## src/rtl/glitc_intercom_decoder.sv

```systemverilog
// Receive-side word decoder for the GLITC intercom link: lane polarity undo,
// bitslip-based lane alignment on SYNC words, and command/data stream split.
module glitc_intercom_decoder #(
  parameter bit          INVERT       = 1'b0,
  parameter int unsigned SLIP_WAIT    = 3,
  parameter int unsigned LOCK_COUNT   = 16,
  parameter int unsigned SYNC_TIMEOUT = 65535
) (
  input  logic        sysclk_i,
  input  logic        rst_i,
  input  logic        train_i,
  input  logic [15:0] iserdes_dat_i,
  output logic        locked_o,
  output logic [3:0]  bitslip_o,
  output logic        align_err_o,
  output logic        sync_o,
  output logic        cmd_valid_o,
  output logic [4:0]  cmd_o,
  output logic [7:0]  cmd_dat_o,
  output logic        data_valid_o,
  output logic [4:0]  corr_o,
  output logic [10:0] power_o
);

  localparam logic [15:0] SYNC_WORD = 16'h27ED;
  localparam logic [3:0]  WAIT_LAST = 4'(SLIP_WAIT - 1);
  localparam logic [7:0]  LOCK_LAST = 8'(LOCK_COUNT);
  localparam logic [15:0] TMO_LAST  = 16'(SYNC_TIMEOUT);

  typedef enum logic [1:0] {
    ST_SEARCH  = 2'd0,
    ST_SLIP    = 2'd1,
    ST_CONFIRM = 2'd2,
    ST_LOCKED  = 2'd3
  } state_t;

  state_t state, state_nxt;
  logic [3:0][3:0] slip_cnt, slip_cnt_nxt;
  logic [3:0]  wait_cnt, wait_cnt_nxt;
  logic [7:0]  lock_cnt, lock_cnt_nxt;
  logic [15:0] tmo_cnt, tmo_cnt_nxt;
  logic        train_d;

  logic        locked_nxt, align_err_nxt, sync_nxt, cmd_valid_nxt, data_valid_nxt;
  logic [3:0]  bitslip_nxt;
  logic [4:0]  cmd_nxt, corr_nxt;
  logic [7:0]  cmd_dat_nxt;
  logic [10:0] power_nxt;

  logic [15:0] w;
  logic        is_sync, is_cmd, slip_limit;

  assign w       = INVERT ? ~iserdes_dat_i : iserdes_dat_i;
  assign is_sync = (w == SYNC_WORD);
  assign is_cmd  = (w[10:8] == 3'b111);

  // Next-state, counter and output-pulse decode
  always_comb begin
    state_nxt      = state;
    slip_cnt_nxt   = slip_cnt;
    wait_cnt_nxt   = wait_cnt;
    lock_cnt_nxt   = lock_cnt;
    tmo_cnt_nxt    = tmo_cnt;
    align_err_nxt  = align_err_o;
    bitslip_nxt    = 4'd0;
    sync_nxt       = 1'b0;
    cmd_valid_nxt  = 1'b0;
    data_valid_nxt = 1'b0;
    cmd_nxt        = cmd_o;
    cmd_dat_nxt    = cmd_dat_o;
    corr_nxt       = corr_o;
    power_nxt      = power_o;
    slip_limit     = 1'b0;

    if (train_i) begin
      state_nxt     = ST_SEARCH;
      slip_cnt_nxt  = '0;
      wait_cnt_nxt  = 4'd0;
      lock_cnt_nxt  = 8'd0;
      tmo_cnt_nxt   = 16'd0;
      align_err_nxt = train_d ? align_err_o : 1'b0;
    end else begin
      case (state)
        ST_SEARCH: begin
          if (is_sync) begin
            lock_cnt_nxt = 8'd1;
            tmo_cnt_nxt  = 16'd0;
            if (LOCK_LAST == 8'd1) begin
              state_nxt    = ST_LOCKED;
              slip_cnt_nxt = '0;
            end else begin
              state_nxt = ST_CONFIRM;
            end
          end else begin
            // Slip only the lanes whose nibble is off target
            for (int k = 0; k < 4; k++) begin
              bitslip_nxt[k]  = (w[4*k +: 4] != SYNC_WORD[4*k +: 4]);
              slip_cnt_nxt[k] = slip_cnt[k] + {3'd0, bitslip_nxt[k]};
              slip_limit      = slip_limit | (slip_cnt_nxt[k] == 4'd9);
            end
            if (slip_limit) begin
              align_err_nxt = 1'b1;
              slip_cnt_nxt  = '0;
            end else begin
              align_err_nxt = align_err_o;
            end
            wait_cnt_nxt = 4'd0;
            state_nxt    = ST_SLIP;
          end
        end
        ST_SLIP: begin
          if (wait_cnt == WAIT_LAST) begin
            wait_cnt_nxt = 4'd0;
            state_nxt    = ST_SEARCH;
          end else begin
            wait_cnt_nxt = wait_cnt + 4'd1;
          end
        end
        ST_CONFIRM: begin
          if (!is_sync) begin
            state_nxt = ST_SEARCH;
          end else if (lock_cnt + 8'd1 == LOCK_LAST) begin
            state_nxt    = ST_LOCKED;
            slip_cnt_nxt = '0;
            tmo_cnt_nxt  = 16'd0;
          end else begin
            lock_cnt_nxt = lock_cnt + 8'd1;
          end
        end
        ST_LOCKED: begin
          if (!is_sync && (tmo_cnt + 16'd1 == TMO_LAST)) begin
            state_nxt   = ST_SEARCH;
            tmo_cnt_nxt = 16'd0;
          end else begin
            if (is_cmd) begin
              cmd_valid_nxt = 1'b1;
              cmd_nxt       = w[15:11];
              cmd_dat_nxt   = w[7:0];
            end else begin
              data_valid_nxt = 1'b1;
              corr_nxt       = w[15:11];
              power_nxt      = w[10:0];
            end
            sync_nxt    = is_sync;
            tmo_cnt_nxt = is_sync ? 16'd0 : tmo_cnt + 16'd1;
          end
        end
        default: begin
          state_nxt = ST_SEARCH;
        end
      endcase
    end

    locked_nxt = (state_nxt == ST_LOCKED);
  end

  // State, counters and registered outputs
  always_ff @(posedge sysclk_i or posedge rst_i) begin
    if (rst_i) begin
      state        <= ST_SEARCH;
      slip_cnt     <= '0;
      wait_cnt     <= 4'd0;
      lock_cnt     <= 8'd0;
      tmo_cnt      <= 16'd0;
      train_d      <= 1'b0;
      locked_o     <= 1'b0;
      bitslip_o    <= 4'd0;
      align_err_o  <= 1'b0;
      sync_o       <= 1'b0;
      cmd_valid_o  <= 1'b0;
      cmd_o        <= 5'd0;
      cmd_dat_o    <= 8'd0;
      data_valid_o <= 1'b0;
      corr_o       <= 5'd0;
      power_o      <= 11'd0;
    end else begin
      state        <= state_nxt;
      slip_cnt     <= slip_cnt_nxt;
      wait_cnt     <= wait_cnt_nxt;
      lock_cnt     <= lock_cnt_nxt;
      tmo_cnt      <= tmo_cnt_nxt;
      train_d      <= train_i;
      locked_o     <= locked_nxt;
      bitslip_o    <= bitslip_nxt;
      align_err_o  <= align_err_nxt;
      sync_o       <= sync_nxt;
      cmd_valid_o  <= cmd_valid_nxt;
      cmd_o        <= cmd_nxt;
      cmd_dat_o    <= cmd_dat_nxt;
      data_valid_o <= data_valid_nxt;
      corr_o       <= corr_nxt;
      power_o      <= power_nxt;
    end
  end

endmodule
```

## config.mk

```make
export PLATFORM = sky130hd
export DESIGN_NAME = glitc_intercom_decoder
export DESIGN_NICKNAME = d
export VERILOG_FILES = /design/src/rtl/glitc_intercom_decoder.sv
export SDC_FILE = /design/constraint.sdc
export NUM_CORES = 1
export LEC_CHECK = 0
export CAP_MARGIN = 20
export CORE_ASPECT_RATIO = 0.6
export CORE_MARGIN = 2
export CORE_UTILIZATION = 45
export DETAILED_ROUTE_END_ITERATION = 6
export DONT_BUFFER_PORTS = 1
export GPL_ROUTABILITY_DRIVEN = 0
export PLACE_DENSITY = 0.62
export SLEW_MARGIN = 0
export SYNTH_ARGS = -nofsm -noshare
export SYNTH_HDL_FRONTEND = slang
export SYNTH_SLANG_ARGS = --single-unit
```

## constraint.sdc

```tcl
create_clock -name sysclk_i -period 3.6 [get_ports sysclk_i]
set_clock_uncertainty 0.05 [all_clocks]
set_input_delay 0.72 -clock sysclk_i [delete_from_list [all_inputs] [get_ports sysclk_i]]
set_output_delay 0.72 -clock sysclk_i [all_outputs]
set_load 0.02 [all_outputs]
```

==> results.tsv <==
metric	value	unit
status	finished, final reports clean	
cap_violations	0	
worst_slack	488.0	ps
critPathSlowestCell	nor4b_2	
whs	350.6	ps
clock-sinks	85	
post-cts-setup-buffers	0	
stdcell_area	4976	sq um
cts_root_buf	clkbuf_16	
htreeDepth	3	
vdd_drop_max	0.2334	mV
setup_viol	0	
finalHoldViolations	0	
die_w	133.3	um
grt_use_total	19.90	%
holdPathStages	0	
overflow	0	
r2r-end	cmd_dat_o[4]	
grt_max_degree	55	
core_area	9809	sq um
synthFlopType	dfrtp_1	
final_cells	577	
antenna_left	0	
synth_edf_count	0	
leakage	2.231	nW
holdPathEnd	train_d	
path_cells	nor4b_2 > inv_2 > ha_1 > ha_1 > nor3b_1 > a31oi_1 > or3b_2 > nand2b_1 > buf_4 > o21ai_0 > a22o_1	
relSlewSlack	39.25	%
place_ws	152.3	ps
routed_via_density	5.913	
drt_iter0_markers	220	
period_share	86.45	%
n_antenna_cell	0	
clkSlewWorstSetupHoldPaths	70	ps
slew_viol_final	0	
setup_tns	0	ps
area_growth	10.17	%
r2r_slack	510	ps
yosysTopAreaCell	dfrtp_1	
place_inst	561	
cts_hold_buf	0	
r2r-start	tmo_cnt[0]	
async_flop_share	100.0	%
wire_per_inst	17.75	um
yosysWarnings	0	
worstRegToRegCells	9	
avgSynthCellArea	10.36	sq um
arrival	3300	ps
cp_num_buf_inv	2	
route.vias.total	3412	
drcViolationCount	0	
cts_buffers	9	
pin_count	57	
dpl.hpwl	7.586	mm
max_stage_delay	480	ps
yosys.area.top_type_share	47.09	%
nets	469	
grt_setup_unrepaired	false	
port_buffers	0	
worstMarginPinSlew	910.2	ps
grt_pass1_vias	3193	
placed_area	4642	sq um
crit_path_end_kind	flip-flop	
critPathMaxFanout	8	
synthDistinctLibCells	68	
num_rows	28	
fin_crit	3112	ps
crit_type	in -> reg	
first_pass_iters	5	
grt_pass1_wl	16.63	mm
ys_seq_area_share	47.09	%
netlist_area	4517	sq um
crit_top_cell	ha_1	
p_per_area	438.8	nW/um^2
min_from	train_i	
synth_nets	468	
clkLatencyLatePin	350	ps
fill_cells	919	
clk_path_buf_depth	2	
cts.repair.resized	0	
hp-class	in -> reg	
drt_wl_total	10.24	mm
crit_family	simple AND/OR/NAND/NOR gates	
die_y	81.61	um
start_util	46.05	%
worstPathRequired	3790	ps
fmax	321.3	MHz
synth_area_leaders	dfrtp_1 (47%), o21ai_0 (3.9%), nand2_1 (3.8%)	
drive_gt1_share	13.12	%
critPathLaunchType	primary input	
synth_cells	436	
cts_tree	built	
die_area	10880	sq um
synth-seq-cells	85	
antenna_found_initial	0	
## layout make-up
| type | count | area (sq um) | share of cell area (%) |
|---|---|---|---|
| inverters | 18 | 68.82 | 1.383 |
| multi-input cells | 315 | 2217 | 44.56 |
| flip-flops and latches | 85 | 2127 | 42.75 |
| well taps | 135 | 168.9 | 3.395 |
| clock buffers | 9 | 225.2 | 4.526 |
| clock inverters | 7 | 108.9 | 2.188 |
| repair buffers | 8 | 60.06 | 1.207 |
## metal layers
metal | global-route usage (%) | up-vias | wire length, um
li1 | - | 1603 | -
met1 | 30.13 | 1680 | 5345
met2 | 26.44 | 117 | 3900
met3 | 6.975 | 12 | 889
met4 | 5.426 | 0 | 108
met5 | 0 | - | 0
## state kept, by name, indices dropped and copies added (netlist names)
signal and cells:
lock_cnt 8, corr_o 5, tmo_cnt 16, cmd_dat_o 8
align_err_o 1, train_d 1, sync_o 1, bitslip_o 4
locked_o 1, power_o 11, cmd_valid_o 1, data_valid_o 1
wait_cnt 4, cmd_o 5, slip_cnt 16, state 2
## Yosys cell counts (8+ instances only)
cell / number
o31ai_1: 10
nand3_1: 16
a22o_1: 8
o21ai_0: 35
nor2b_1: 10
mux2_4: 9
nand2_1: 46
dfrtp_1: 85
mux2_1: 12
nor3_1: 9
inv_1: 15
nor2_1: 24
ha_1: 13
buf_2: 8
## cell families after synthesis
| logic type | count (synthesis) | synth area share [%] |
|---|---|---|
| xor gates and xnor gates | 8 | 1.551 |
| and+or+nand+nor | 163 | 20.03 |
| adders and majority gates | 13 | 3.601 |
| muxes | 27 | 7.479 |
| DFF | 85 | 47.09 |
| buffers and inverters | 36 | 3.823 |
| AOI/OAI and AO/OA | 104 | 16.43 |
## cell usage in the layout, fill, tap and decap left out, types with 3 or more instances in the layout
| cell type | instances |
|---|---|
| a211oi_1 | 6 |
| a21boi_0 | 3 |
| a21o_1 | 3 |
| a21oi_1 | 7 |
| a221o_1 | 4 |
| a22o_1 | 8 |
| a31oi_1 | 3 |
| and2_1 | 4 |
| and3_1 | 5 |
| buf_4 | 8 |
| clkbuf_16 | 9 |
| dfrtp_1 | 85 |
| ha_1 | 13 |
| inv_1 | 14 |
| inv_2 | 3 |
| inv_6 | 3 |
| mux2_1 | 12 |
| mux2_2 | 6 |
| mux2_4 | 9 |
| nand2_1 | 46 |
| nand2b_1 | 7 |
| nand3_1 | 16 |
| nand3_2 | 3 |
| nand4_1 | 5 |
| nand4b_1 | 4 |
| nor2_1 | 24 |
| nor2b_1 | 10 |
| nor3_1 | 9 |
| nor4_1 | 7 |
| o211ai_1 | 3 |
| o21ai_0 | 35 |
| o22a_1 | 3 |
| o31ai_1 | 10 |
| or3_1 | 3 |
| xnor2_1 | 7 |
## power breakdown
group,internal (mW),switching [mW]
clock network,0.625,0.422
registers,0.978,0.0285
logic,0.0460,0.0834
## how the worst max path moves through the flow
| stage | start | end | slack [ps] | cells after the start |
|---|---|---|---|---|
| after CTS | iserdes_dat_i[12] | slip_cnt[6] | 530 | 11 |
| after global placement | iserdes_dat_i[12] | slip_cnt[6] | 280 | 11 |
| after detailed placement | iserdes_dat_i[12] | slip_cnt[6] | 150 | 11 |
| after floorplan | iserdes_dat_i[12] | slip_cnt[2] | 510 | 11 |
| after global routing | iserdes_dat_i[9] | slip_cnt[6] | 280 | 12 |
| final | iserdes_dat_i[12] | slip_cnt[6] | 490 | 11 |
## worst register-to-register path, stage by stage (launching register included)
cell and delay [ps]:
dfrtp_1 470, ha_1 270, nand3_1 240, nor3_1 460, nand2_1 140, a22oi_1 220
and4_4 380, or3_1 130, buf_4 250, mux2_2 370
## stage by stage
stage          total power [mW]  util [%]
4_1_cts                   2.196     50.73
6_report                  2.184     50.73
3_5_place_dp              1.155     47.32
3_3_place_gp              1.151     47.32
5_1_grt                   2.265     50.73
2_1_floorplan             1.114         -
No activity file was read; power rests on OpenSTA's default activity.
